$ cat src/rtl/arb_pkg.sv
// Shared types and helpers for the weighted round-robin arbiter.
package arb_pkg;

  typedef enum logic {
    IDLE = 1'b0,
    HOLD = 1'b1
  } arb_state_t;

  // Index width that stays at least 1 bit wide for tiny requester counts.
  function automatic int idw_of(input int n);
    return (n <= 2) ? 1 : $clog2(n);
  endfunction

endpackage

$ cat src/rtl/rr_priority_pick.sv
// Combinational cyclic-priority picker: first set req bit at or after the one-hot pointer.
module rr_priority_pick
  import arb_pkg::*;
#(
  parameter  int N   = 4,
  localparam int IDW = idw_of(N)
) (
  input  logic [N-1:0]   req,
  input  logic [N-1:0]   pointer,
  output logic [N-1:0]   pick,
  output logic [IDW-1:0] index
);

  logic [2*N-1:0] w_dbl;
  logic [2*N-1:0] w_gnt;

  // Upper copy of req lets the search wrap past bit N-1 back to bit 0.
  assign w_dbl = {req, req};
  assign w_gnt = w_dbl & ~(w_dbl - {{N{1'b0}}, pointer});
  assign pick  = w_gnt[N-1:0] | w_gnt[2*N-1:N];

  always_comb begin
    index = '0;
    for (int unsigned i = 0; i < N; i++) begin
      if (pick[i]) index = IDW'(i);
    end
  end

endmodule

$ cat src/rtl/wrr_arbiter.sv
// Weighted round-robin arbiter: registered one-hot grant held for up to WEIGHT acks per owner.
module wrr_arbiter
  import arb_pkg::*;
#(
  parameter  int N   = 4,
  parameter  int WW  = 3,
  localparam int IDW = idw_of(N)
) (
  input  logic            clk,
  input  logic            rst_n,
  input  logic [N-1:0]    req,
  input  logic [N*WW-1:0] weight,
  input  logic            ack,
  output logic [N-1:0]    grant,
  output logic            grant_valid,
  output logic [IDW-1:0]  grant_id
);

  arb_state_t     r_state;
  logic [N-1:0]   r_grant;
  logic [IDW-1:0] r_owner;
  logic [IDW-1:0] r_ptr;
  logic [WW:0]    r_count;
  logic [WW-1:0]  r_eff_w;

  logic           w_release;
  logic           w_search;
  logic [IDW-1:0] w_next_ptr;
  logic [IDW-1:0] w_search_ptr;
  logic [N-1:0]   w_ptr_onehot;
  logic [N-1:0]   w_pick;
  logic [IDW-1:0] w_pick_idx;
  logic [WW-1:0]  w_pick_weight;
  logic [WW-1:0]  w_pick_eff;

  assign w_next_ptr = (r_owner == IDW'(N - 1)) ? '0 : r_owner + 1'b1;

  assign w_release = (r_state == HOLD) &&
                     ((ack && ((r_count + 1'b1) == {1'b0, r_eff_w})) || !req[r_owner]);

  // On release the search starts just past the owner, so the owner is considered last.
  assign w_search     = (r_state == IDLE) || w_release;
  assign w_search_ptr = w_release ? w_next_ptr : r_ptr;
  assign w_ptr_onehot = {{(N-1){1'b0}}, 1'b1} << w_search_ptr;

  rr_priority_pick #(.N(N)) u_pick (
    .req     (req),
    .pointer (w_ptr_onehot),
    .pick    (w_pick),
    .index   (w_pick_idx)
  );

  assign w_pick_weight = weight[w_pick_idx*WW +: WW];
  assign w_pick_eff    = (w_pick_weight == '0) ? WW'(1) : w_pick_weight;

  always_ff @(posedge clk or negedge rst_n) begin
    if (!rst_n) begin
      r_state <= IDLE;
      r_grant <= '0;
      r_owner <= '0;
      r_ptr   <= '0;
      r_count <= '0;
      r_eff_w <= '0;
    end else begin
      if (w_release) r_ptr <= w_next_ptr;
      if (w_search) begin
        r_count <= '0;
        if (|req) begin
          r_state <= HOLD;
          r_grant <= w_pick;
          r_owner <= w_pick_idx;
          r_eff_w <= w_pick_eff;
        end else begin
          r_state <= IDLE;
          r_grant <= '0;
          r_owner <= '0;
        end
      end else if (ack) begin
        r_count <= r_count + 1'b1;
      end
    end
  end

  assign grant       = r_grant;
  assign grant_valid = |r_grant;
  assign grant_id    = r_owner;

endmodule

$ cat config.mk
export PLATFORM = sky130hd
export DESIGN_NAME = wrr_arbiter
export DESIGN_NICKNAME = d
export VERILOG_FILES = /design/src/rtl/arb_pkg.sv /design/src/rtl/rr_priority_pick.sv /design/src/rtl/wrr_arbiter.sv
export SDC_FILE = /design/constraint.sdc
export NUM_CORES = 1
export LEC_CHECK = 0
export ABC_CLOCK_PERIOD_IN_PS = 4170
export CORE_UTILIZATION = 46
export CTS_BUF_LIST = sky130_fd_sc_hd__clkbuf_16
export DETAILED_ROUTE_END_ITERATION = 8
export HOLD_SLACK_MARGIN = 0.12
export PLACE_DENSITY = 0.76
export SYNTH_ARGS = -nofsm -noshare
export SYNTH_HDL_FRONTEND = slang
export SYNTH_SLANG_ARGS = --single-unit
$ cat constraint.sdc
create_clock -name clk -period 4.17 [get_ports clk]
set_input_delay 0.834 -clock clk [delete_from_list [all_inputs] [get_ports clk]]
set_output_delay 0.834 -clock clk [all_outputs]
set_load 0.02 [all_outputs]
After elaboration in Yosys (flattened, before gate mapping)
Index checks and enable logic that the tools add are counted.
{"block": "totals", "register_bits": 16, "out_inout_bits": 7, "wordCells": 42, "inputBits": 19}
{"block": "classes", "mul": 1, "n_addsub": 3, "n_bitwise": 4, "mux": 13, "n_lt_le_gt_ge": 1, "reduce_logical": 10, "n_shift": 2, "n_eq_ne": 2}
{"operator": "4-bit 2-to-1 mux", "n": 3}
{"operator": "12-bit by 5-bit indexed part select with 3-bit output", "n": 1}
{"operator": "2-bit 2-to-1 mux", "n": 5}
{"operator": "8-bit AND", "n": 1}
{"operator": "8-bit inverter", "n": 1}
{"operator": "4-bit OR reduction", "n": 2}
{"operator": "8-bit by 4-bit subtractor with 8-bit output", "n": 1}
{"operator": "4-bit by 1-bit adder with 4-bit output (second input constant)", "n": 1}
{"operator": "4-bit by 3-bit equality test with 1-bit output", "n": 1}
{"operator": "2-bit by 2-bit multiplier with 4-bit output (second input constant)", "n": 1}
{"operator": "4-bit OR", "n": 1}
{"operator": "1-bit by 2-bit left shift with 4-bit output (first input constant)", "n": 1}
{"operator": "3-bit logical NOT", "n": 1}
{"operator": "2-bit by 3-bit less-than comparator with 1-bit output (second input constant)", "n": 1}
{"operator": "1-bit 2-to-1 mux", "n": 3}
{"operator": "3-bit 2-to-1 mux", "n": 1}
{"operator": "2-bit by 1-bit adder with 2-bit output (second input constant)", "n": 1}
{"operator": "1-bit binary-select mux with 2-bit select", "n": 1}
{"operator": "2-bit equality test (second input constant)", "n": 1}
{"operator": "1-bit logical AND", "n": 2}
{"operator": "1-bit logical OR", "n": 2}
{"operator": "2-bit AND reduction", "n": 1}
{"operator": "2-bit nonzero test", "n": 1}
{"operator": "1-bit logical NOT", "n": 1}
{"operator": "1-bit inverter", "n": 1}

Logic depth before layout (Yosys ltp)
Gate-level depths: netlist of the first run.
{"block": "depth", "ltp_word": 18, "depth_mapped": 18}

Modules after synthesis
Synthesis of the first run repeated with hierarchy kept, for this count alone.
{"block": "hier_totals", "cells_unflattened": 115, "hier_area_um2": 1234.9}
{"mod": "wrr_arbiter", "cells_each": 83, "area_each_um2": 1009.7, "instances": 1}
{"mod": "rr_priority_pick", "cells_each": 32, "area_each_um2": 225.2, "instances": 1}

Least setup slack after synthesis of the first run
No wires, ideal clock.
{"block": "synth_path", "path_kind": "in2reg", "start": "input port ack", "end": "register r_eff_w[1]", "cell_stages": 15, "arrival_ps": 4038, "path_slack_ps": 8, "t_required_ps": 4045, "path_cell_list": "clkinv_1 -> or4_1 -> o21ai_0 -> nand2_1 -> mux2_2 -> nand2b_1 -> inv_1 -> fa_1 -> xor2_1 -> o21ai_1 -> nand2_1 -> a21o_1 -> a211oi_1 -> o31ai_4 -> mux2_2"}
{"block": "synth_between", "elab_chain_len": 16, "word_cells_on_any_way": 18, "classes_between": "add/sub (1); mul (1); shift (2); mux (5); bitwise (3); reduce/logical (6)"}
{"element": "from (decl)", "line_no": "wrr_arbiter.sv:13", "source": "input logic ack,"}
{"element": "1-bit logical AND (*)", "line_no": "wrr_arbiter.sv:39", "source": "((ack && ((r_count + 1'b1) == {1'b0, r_eff_w})) || !req[r_owner]);"}
{"element": "1-bit logical OR (*)", "line_no": "wrr_arbiter.sv:39"}
{"element": "1-bit logical AND (*)", "line_no": "wrr_arbiter.sv:38", "source": "assign w_release = (r_state == HOLD) &&"}
{"element": "2-bit 2-to-1 mux (*)", "line_no": "wrr_arbiter.sv:43", "source": "assign w_search_ptr = w_release ? w_next_ptr : r_ptr;"}
{"element": "net w_search_ptr[1]", "line_no": "wrr_arbiter.sv:29", "source": "logic [IDW-1:0] w_search_ptr;"}
{"element": "1-bit by 2-bit left shift with 4-bit output (*)", "line_no": "wrr_arbiter.sv:44", "source": "assign w_ptr_onehot = {{(N-1){1'b0}}, 1'b1} << w_search_ptr;"}
{"element": "8-bit by 4-bit subtractor with 8-bit output (*)", "line_no": "rr_priority_pick.sv:19", "source": "assign w_gnt = w_dbl & ~(w_dbl - {{N{1'b0}}, pointer});"}
{"element": "8-bit inverter (*)", "line_no": "rr_priority_pick.sv:19"}
{"element": "8-bit AND (*)", "line_no": "rr_priority_pick.sv:19"}
{"element": "4-bit OR (*)", "line_no": "rr_priority_pick.sv:20", "source": "assign pick = w_gnt[N-1:0] | w_gnt[2*N-1:N];"}
{"element": "1-bit 2-to-1 mux", "line_no": "rr_priority_pick.sv:25", "source": "if (pick[i]) index = IDW'(i);"}
{"element": "2-bit 2-to-1 mux", "line_no": "rr_priority_pick.sv:25"}
{"element": "2-bit 2-to-1 mux (*)", "line_no": "rr_priority_pick.sv:25"}
{"element": "2-bit by 2-bit multiplier with 4-bit output (*)", "line_no": "wrr_arbiter.sv:53", "source": "assign w_pick_weight = weight[w_pick_idx*WW +: WW];"}
{"element": "12-bit by 5-bit indexed part select with 3-bit output (*)", "line_no": "wrr_arbiter.sv:53"}
{"element": "3-bit logical NOT", "line_no": "wrr_arbiter.sv:54", "source": "assign w_pick_eff = (w_pick_weight == '0) ? WW'(1) : w_pick_weight;"}
{"element": "3-bit 2-to-1 mux (*)", "line_no": "wrr_arbiter.sv:54"}
{"element": "to (signal assigned)", "line_no": "wrr_arbiter.sv:72", "source": "r_eff_w <= w_pick_eff;"}
{"element": "to (decl)", "line_no": "wrr_arbiter.sv:24", "source": "logic [WW-1:0] r_eff_w;"}
Mark *: on every way through the listed nets, which the timed path passes. The rest lies on a longest branch.
A chain may end at the register's enable or synchronous reset.

Final worst setup path of the first run
{"block": "layout_path", "start": "input port ack", "end": "register r_eff_w[0]"}
Same word-level chain as after synthesis.

==> results_dict.tcl, run 1 <==
set metrics [dict create \
    startpoint_type "input port" \
    outcome "finished, violations left" \
    first_pass_iters 4 \
    sw_frac_of_total_pct 43.1 \
    start_util_pct 50.0 \
    yosysTopAreaCell "dfrtp_1" \
    use_met3_pct 6.11 \
    yosysSeqAreaShare_pct 31.5 \
    power_switching_mw 1.06 \
    syn_inst 143 \
    htreeDepth 1 \
    fin_crit_ns 4.30 \
    met1_usage_pct 34.6 \
    stdcell_count 257 \
    crit_type "in -> reg" \
    die_w_um 54.6 \
    nets 253 \
    p_clk_share_pct 7.9 \
    grt_max_degree 17 \
    synth_top_flop_cell "dfrtp_1" \
    ant_nets 0 \
    layout-drive-gt1-share_pct 43.2 \
    synth_cell_types 47 \
    synth.most_common_cell "dfrtp_1" \
    grt_pass1_vias 1421 \
    syn-num-nets 168 \
    yosys.area.top_type_share_pct 31.5 \
    path_clk_slew_ns 0.05 \
    worstRegToRegCells 17 \
    place_congestion 0.909 \
    finalPower_mw 2.47 \
    track_usage_pct 30.4 \
    avgSynthCellArea_um2 8.89 \
    drt-wirelength-per-cell_um 20.5 \
    syn_to_final_growth_pct 75.5 \
    yosys-top-cells-area "dfrtp_1 (31%), ha_1 (4.9%), nor2_1 (4.4%)" \
    dp_hpwl_um 2770 \
    cts_tree "yes" \
    overflow 0 \
    power_leakage_nw 1.02 \
    coreArea_mm2 0.00254 \
    grt_first_pass_wirelength_um 6290 \
    power_density_mw_per_mm2 1110 \
    cts-buffers-inserted 3 \
    required_ns 4.30 \
    gr-usage-met2_pct 56.9 \
    antenna_found_initial 0 \
    maxSlewViolCount 0 \
    die-area_mm2 0.00298 \
    vias_per_cell 6.27 \
    fp.dieH_um 54.6 \
    synth_seq_cells 16 \
    slew_headroom_pct 49.3 \
    worst_slew_pin_slew_ns 0.758 \
    drv_cap 0 \
    finalHoldViolations 0 \
    power_frac_comb_pct 80.3 \
    ir_drop_v 0.000820 \
    clockBufferDepth 2 \
    async_flop_share_pct 100 \
    placed_cells 229 \
    setup_slack_ns -0.131 \
    yosys_warnings 0 \
    drt_iter0_markers 55 \
    busiest_layer "met2" \
    cts.sinks 16 \
    p_int_mw 1.40 \
    hold-path-cell-count 1 \
    synthTopCellsByCount "dfrtp_1 (16), nor2_1 (15), a21oi_1 (10), nand2_1 (10)" \
    max_freq_mhz 233 \
    worst_ep_arrival_time_ns 4.43 \
    remaining_drc_errors 0 \
    fin_crit_sh_pct 103 \
    share_seq_of_total_power_pct 11.8 \
    io_pins 26 \
    hold_path.class "reg -> reg" \
    synth_area_mm2 0.00127 \
    cp_max_fo 3 \
    rows 18 \
    finalSetupViolCount 2 \
    port_buffers 25 \
    synth-edff-count 0 \
    clock_latency_ns 0.25 \
    end_kind "flop" \
    violations "negative setup slack" \
    num_vias 1612 \
    skew_ns 0.00517 \
    diodes 0 \
    clockRootBuffer "clkbuf_16" \
    wirelength_um 5260 \
]
-- routing by layer --
metal  routed length (um)  vias to the layer above
met2                 2690                      102
li1                     -                      698
met1                 2080                      796
met3                  395                       16
met5                    0                        -
met4                  101                        0
-- layout by cell type (no fill, tap or decap), types with 3 or more instances in the layout --
cell / instances
o21a_1: 4
inv_2: 3
clkdlybuf4s50_1: 20
dlymetal6s2s_1: 4
mux2_2: 4
dfrtp_1: 16
xnor2_1: 3
clkbuf_16: 3
nor2_1: 14
a21oi_1: 9
ha_4: 4
nand2_1: 8
o21ai_0: 7
buf_4: 56
nand3_1: 7
xor2_1: 3
inv_1: 6
-- timing repair --
action	in CTS	in global routing
buffers inserted	17	6
pin swaps	7	9
gates resized for setup	14	26
hold buffers	0	0
gates cloned	0	1
setup endpoints to repair	6	4
-- cell type report --
| class | instances | area, um^2 |
|---|---|---|
| multi-input cells | 114 | 980 |
| repair buffers | 83 | 696 |
| flip-flops and latches | 16 | 400 |
| fillers | 119 | 314 |
| clock buffers | 3 | 75.1 |
| inverters | 10 | 38.8 |
| well taps | 30 | 37.5 |
| clock inverters | 1 | 3.75 |
-- power by group through the flow --
stage          combinational, mW  sequential (mW)  clock, mW
2_1_floorplan              0.784            0.299          0
3_3_place_gp                1.34            0.275          0
3_5_place_dp                1.37            0.280          0
4_1_cts                     1.63            0.280      0.191
5_1_grt                     2.06            0.297      0.201
6_report                    1.98            0.292      0.194
-- through the flow --
step | util (%) | setup WS [ns] | instance area (um^2) | TNS, ns | hold WS (ns)
after floorplan | - | 0.00760 | 1270 | 0 | 0.492
after global routing | 87.7 | -0.172 | 2230 | -0.274 | 0.577
after detailed placement | 70.8 | -0.616 | 1800 | -2.70 | 0.536
after global placement | 70.8 | -0.569 | 1800 | -2.15 | 0.520
after CTS | 81.0 | 0.0306 | 2060 | 0 | 0.550
final | 87.7 | -0.131 | 2230 | -0.152 | 0.548
-- path summary, 6_finish.rpt --
check,from,to,slack (ns)
min in group asynchronous,rst_n,r_state,1.03
worst min-delay path,grant[3],grant[3],0.55
worst min register to register,grant[3],grant[3],0.55
worst max-delay path,ack,r_eff_w[0],-0.13
max in group asynchronous,rst_n,grant_id[0],2.66
worst max register to register,r_count[0],r_eff_w[0],-0.09
-- flip-flops by register name, summed over array words and instances (netlist names) --
| signal | flops |
|---|---|
| grant_id | 2 |
| grant | 4 |
| r_count | 4 |
| r_eff_w | 3 |
| r_state | 1 |
| r_ptr | 2 |
-- cell families (layout without fill, tap and decap cells) --
| kind of cell | after synthesis | in the layout | synth area share [%] |
|---|---|---|---|
| and+or+nand+nor | 54 | 54 | 22.3 |
| AOI/OAI and AO/OA | 39 | 39 | 22.0 |
| DFF | 16 | 16 | 31.5 |
| buffers and inverters | 13 | 97 | 3.94 |
| muxes | 8 | 8 | 7.68 |
| xor gates and xnor gates | 7 | 7 | 6.00 |
| adders and majority gates | 6 | 6 | 6.50 |
-- worst max-delay path, stage by stage --
cell and delay [ns]:
dlygate4sd2_1 0.25, clkinv_2 0.08, or4_4 0.54, o21ai_4 0.17, nand2_2 0.09, buf_4 0.16
mux2i_4 0.18, inv_2 0.13, nand2_1 0.11, ha_4 0.30, nand4b_1 0.17, nor2_1 0.20
nand3_1 0.16, or3b_4 0.44, a31oi_4 0.22, a211oi_2 0.09, o32a_1 0.31
(Power assumes the default switching activity.)
==> run 2, diff against run 1 <==
--- a/config.mk
+++ b/config.mk
@@ -5,12 +5,13 @@
 export SDC_FILE = /design/constraint.sdc
 export NUM_CORES = 1
 export LEC_CHECK = 0
+export ABC_AREA = 1
 export ABC_CLOCK_PERIOD_IN_PS = 4170
 export CORE_UTILIZATION = 46
 export CTS_BUF_LIST = sky130_fd_sc_hd__clkbuf_16
 export DETAILED_ROUTE_END_ITERATION = 8
 export HOLD_SLACK_MARGIN = 0.12
-export PLACE_DENSITY = 0.76
+export PLACE_DENSITY = 0.75
 export SYNTH_ARGS = -nofsm -noshare
 export SYNTH_HDL_FRONTEND = slang
 export SYNTH_SLANG_ARGS = --single-unit
==> results_dict.tcl, run 2 <==
set metrics [dict create \
    outcome "finished clean" \
    async_flop_share_pct 100 \
    synth.most_common_cell "nand2_1" \
    synth_seq_cells 16 \
    overflow 0 \
    grt_pass1_vias 1245 \
    die-area_mm2 0.00302 \
    required_ns 4.31 \
    cts.repair.resized 0 \
    synth_cell_types 29 \
    startpoint_type "input port" \
    drt_iter0_markers 20 \
    hold_end "grant[3]" \
    hold_path.class "reg -> reg" \
    fin_crit_ns 3.73 \
    seqCellArea_um2 400 \
    worst_hold_slack_ns 0.526 \
    hold-path-cell-count 2 \
    io_pins 26 \
    num_vias 1254 \
    setup_slack_ns 0.438 \
    cts-buffers-inserted 3 \
    worstRegToRegCells 22 \
    max_stage_delay_ns 0.55 \
    diodes 0 \
    cts.sinks 16 \
    stdcell_count 253 \
    yosysSeqAreaShare_pct 31.1 \
    clock_latency_ns 0.25 \
    fp.dieH_um 54.9 \
    antenna_found_initial 0 \
    skew_ns 0.00619 \
    place_congestion 0.880 \
    drv_cap 0 \
    dp_hpwl_um 2340 \
    r2r_setup_slack_ns 0.70 \
    yosysTopAreaCell "dfrtp_1" \
    yosys.area.top_type_share_pct 31.1 \
    avgSynthCellArea_um2 6.75 \
    worst_ep_arrival_time_ns 3.87 \
    cts_tree "yes" \
    track_usage_pct 22.9 \
    cp_max_fo 8 \
    postCtsSetupRepairBufs 0 \
    port_buffers 25 \
    vias_per_cell 4.96 \
    first_pass_iters 4 \
    wirelength_um 2960 \
    critPathSlowestCell "clkdlybuf4s50_1" \
    ir_drop_v 0.000635 \
    finalPower_mw 1.51 \
    coreArea_mm2 0.00257 \
    rows 18 \
    synth_area_mm2 0.00129 \
    fillers 247 \
    regToRegStartpoint "r_count[0]" \
    syn_inst 191 \
    worst_slew_pin_slew_ns 0.709 \
    setup_tns_ns 0 \
    r2r-end "r_eff_w[0]" \
    end_kind "flop" \
    mostFrequentLayoutCell "nand2_1" \
    max_freq_mhz 268 \
    die_w_um 54.9 \
    crit_chain "clkdlybuf4s50_1, o21ai_0, o22ai_2, nand2_2, nand3b_1, nand2_2, inv_1, nor2_1, fa_1, nor2_1, o21ai_1, inv_1, nor3_1, o21ai_2, nand3_1, nor2_1, nand2_1, a21oi_1, nand2_1" \
    htreeDepth 1 \
    syn_to_final_growth_pct 30.5 \
    drt-wirelength-per-cell_um 11.7 \
    yosys_warnings 0 \
    finalSetupViolCount 0 \
    clockRootBuffer "clkbuf_16" \
    start_util_pct 50.2 \
    hold_buffers 0 \
    multi_input_area_um2 738 \
    synth-edff-count 0 \
    clockBufferDepth 2 \
    path_clk_slew_ns 0.05 \
    remaining_drc_errors 0 \
    grt_max_degree 17 \
    power_density_mw_per_mm2 900 \
    fin_crit_sh_pct 89.5 \
    synth_top_flop_cell "dfrtp_1" \
    placed_cells 249 \
    yosys-top-cells-area "dfrtp_1 (31%), nand2_1 (13%), inv_1 (10%)" \
    crit_type "in -> reg" \
    syn-num-nets 216 \
    slew_headroom_pct 52.6 \
    maxSlewViolCount 0 \
    pre_cts_ws_ns 0.230 \
    ant_nets 0 \
    hold_start "grant[3]" \
    layout-drive-gt1-share_pct 13.9 \
    grt_first_pass_wirelength_um 4940 \
    rsz0062_at_grt "no" \
    nets 249 \
    synthTopCellsByCount "nand2_1 (45), inv_1 (36), nor2_1 (19), dfrtp_1 (16), nand3_1 (15)" \
    finalHoldViolations 0 \
    power_leakage_nw 0.863 \
    final_cell_mix "nand2_1 (45), inv_1 (36), clkdlybuf4s50_1 (25), nor2_1 (19), dfrtp_1 (16)" \
    path_common_cell "nor2_1" \
]
==> run 2: critical path, delay by kind of cell <==
| family | cells | cell delay [ns] |
|---|---|---|
| AO/OA/AOI/OAI | 5 | 0.80 |
| adder cells (fa/ha/maj) | 1 | 0.43 |
| buffers and inverters | 3 | 0.75 |
| AND/OR/NAND/NOR | 10 | 1.06 |
==> run 2: layout make-up <==
| class | instances | share of cell area, % |
|---|---|---|
| clock inverter | 1 | 0.223 |
| sequential | 16 | 23.8 |
| clock buffer | 3 | 4.46 |
| multi-input combinational | 135 | 43.9 |
| inverter | 39 | 8.71 |
| tap | 30 | 2.23 |
| timing repair buffer | 29 | 16.7 |
==> run 2: logic make-up (layout without fill, tap and decap cells) <==
logic type      count (synthesis)  count (layout)  share of synthesized area (%)
compound gates                 23              23                           10.5
xor+xnor                        2               2                           1.36
fa+ha+maj                       6               6                           6.41
buf+inv                        40              72                           11.7
flops                          16              16                           31.1
simple gates                  104             104                           39.0
==> run 2: per-layer routing <==
metal / up-vias / routed length (um) / track usage, % / part of all wire, %
met4: 0 / 39 / 8.75 / 1.3
met2: 31 / 1400 / 42.0 / 47
met5: - / 0 / 0 / 0
li1: 660 / - / - / -
met3: 4 / 100 / 1.64 / 3.4
met1: 559 / 1410 / 27.4 / 48
==> run 2: stage by stage <==
stage | util (%) | area [um^2]
floorplan | - | 1290
global placement | 62.4 | 1600
detailed placement | 62.4 | 1600
CTS | 65.5 | 1680
global route | 65.5 | 1680
finish | 65.5 | 1680
==> run 2: worst max-delay path by stage <==
stage / start / endpoint / slack [ns] / cells after the start
floorplan: req[2] / r_eff_w[0] / 1.07 / 22
global placement: req[2] / r_eff_w[0] / 0.38 / 19
detailed placement: req[2] / r_eff_w[0] / 0.23 / 23
CTS: req[2] / r_eff_w[0] / 0.48 / 22
global route: req[2] / r_eff_w[0] / 0.1 / 23
finish: req[2] / r_eff_w[0] / 0.44 / 19
==> run 2: power breakdown <==
part	switching, mW	total (mW)	internal [mW]
combinational	0.665	1.06	0.391
sequential	0.0480	0.269	0.221
clock	0.0615	0.189	0.127
total	0.774	1.51	0.739
==> RTL edit: new RTL, flow settings as in run 2 <==
`N` is set to 4 in 2 places; all go to 5.
--- a/src/rtl/rr_priority_pick.sv
+++ b/src/rtl/rr_priority_pick.sv
@@ -3,5 +3,5 @@
   import arb_pkg::*;
 #(
-  parameter  int N   = 4,
+  parameter  int N   = 5,
   localparam int IDW = idw_of(N)
 ) (
--- a/src/rtl/wrr_arbiter.sv
+++ b/src/rtl/wrr_arbiter.sv
@@ -3,5 +3,5 @@
   import arb_pkg::*;
 #(
-  parameter  int N   = 4,
+  parameter  int N   = 5,
   parameter  int WW  = 3,
   localparam int IDW = idw_of(N)
Interface: changed (resized grant, grant_id, req and weight); port bits go from 26 to 32. The function was not compared with the original's and may differ.
==> RTL edit against run 2 <==
Power grew 40%; fmax shrank 3.2%; largest cell class unchanged; largest power group unchanged; register-to-register slack lost 0.31 ns; via count grew 29%; worst setup slack lost 0.12 ns; clock skew shrank 0.0046 ns; non-clock buffer count grew 18; critical endpoint unchanged; design area grew 30%; sequential cell count grew 2; area after synthesis grew 23%; combinational power grew 53%; routed wire length grew 36%; final cell count grew 25%.
==> RTL edit: results (changes against run 2) <==
synth-xor-area-share_pct: 1.11  # was 1.36%
status: "finished clean"  # unchanged
pwr-share-seq_pct: 14.5  # was 17.8%
peakVddDrop_mv: 0.633  # was 0.635 mV
power.share.switching_pct: 51.0  # was 51.2%
met3_usage_pct: 2.35  # was 1.64%
avgRoutedWirePerCell_um: 12.7  # was 11.7 um
use_met2_pct: 39.1  # was 42.0%
fin_nets: 304  # was 249
ff2ff_setup_slack_ns: 0.39  # was 0.70 ns
nFillCells: 267  # was 247
use_met1_pct: 30.3  # was 27.4%
grt_usage_pct: 22.9  # about the same
antenna_found_initial: 0  # unchanged
synthTopCellsByCount: "nand2_1 (61), inv_1 (34), nand3_1 (24)"  # was nand2_1 (45), inv_1 (36), nor2_1 (19)
layout-drive-gt1-share_pct: 24.4  # was 13.9%
portBuffers: 31  # was 25
grt_pass1_wl_um: 6330  # was 4940 um
min_from: "r_eff_w[1]"  # was grant[3]
leakagePower_nw: 1.10  # was 0.863 nW
reg2regPathDepth: 26  # was 22
wl_met3_um: 177  # was 100 um
clock_latency_ns: 0.25  # about the same
synth_mux_area_share_pct: 0.713  # was 0%
synth_cells: 224  # was 191
async_flop_share_pct: 100  # unchanged
route.layer.met1.wl_um: 1850  # was 1410 um
endpoint: "r_eff_w[0]"  # unchanged
synth_fa_ha_area_share_pct: 6.81  # was 6.41%
dp_worst_setup_slack_ns: -0.137  # was 0.230 ns
hpwl_um: 2920  # was 2340 um
place_inst: 309  # was 249
cts_resized: 0  # unchanged
vias: 1618  # was 1254
max_slew.worst_pin.slew_ns: 0.795  # was 0.709 ns
grt_pass1_vias: 1491  # was 1245
layout_setup_ws_ns: 0.317  # was 0.438 ns
top_layer_used: "met4"  # unchanged
startpoint: "req[0]"  # was req[2]
yosys-top-cells-area: "dfrtp_1 (29%), nand2_1 (14%), inv_1 (8.1%)"  # was dfrtp_1 (31%), nand2_1 (13%), inv_1 (10%)
synth.net_count: 255  # was 216
wl_met2_um: 1910  # was 1400 um
cts.path.max_buffers: 2  # unchanged
pg_comb_w: 0.00162  # was 0.00106 W
vias_per_cell: 5.14  # was 4.96
skew_ns: 0.00163  # was 0.00619 ns
grt_max_degree: 19  # was 17
drt_iter0_drc: 67  # was 20
cpPeakStageDelay_ns: 0.44  # was 0.55 ns
hold_end: "r_eff_w[1]"  # was grant[3]
synth.yosys.seq_area_share_pct: 28.5  # was 31.1%
worstPathArrival_ns: 3.99  # was 3.87 ns
synth_seq_cells: 18  # was 16
synth_compound_area_share_pct: 9.90  # was 10.5%
ys_types: 30  # was 29
yosys_most_used_dff: "dfrtp_1"  # unchanged
gp_congestion: 0.965  # was 0.880
## RTL edit: cell types whose count changed after synthesis, moves of 5 or more
cell / run 2 / this run
nand3_1: 15 / 24
a21oi_1: 5 / 10
o21ai_1: 6 / 1
nor2_1: 19 / 14
nand2_1: 45 / 61
## RTL edit: stage by stage
stage / area, um^2 / total power (W) / hold WS, ns / util (%)
finish: 2190 / 0.00212 / 0.525 / 69.3
global route: 2190 / 0.00233 / 0.545 / 69.3
CTS: 2100 / 0.00197 / 0.519 / 66.6
detailed placement: 2020 / 0.00176 / 0.504 / 64.2
global placement: 2020 / 0.00173 / 0.501 / 64.2
floorplan: 1580 / 0.00137 / 0.481 / -
## RTL edit: final cells by class
cell class              instances  share of cell area, %
multi-input cells             167                   47.2
flip-flops and latches         18                   20.6
repair buffers                 47                   20.0
inverters                      36                   6.18
clock buffers                   3                   3.43
well taps                      44                   2.52
## RTL edit: worst min-delay path, cell delays in order, from the launching register on
cell and delay (ns):
dfrtp_1 0.36, nand2_1 0.06, o21ai_1 0.06
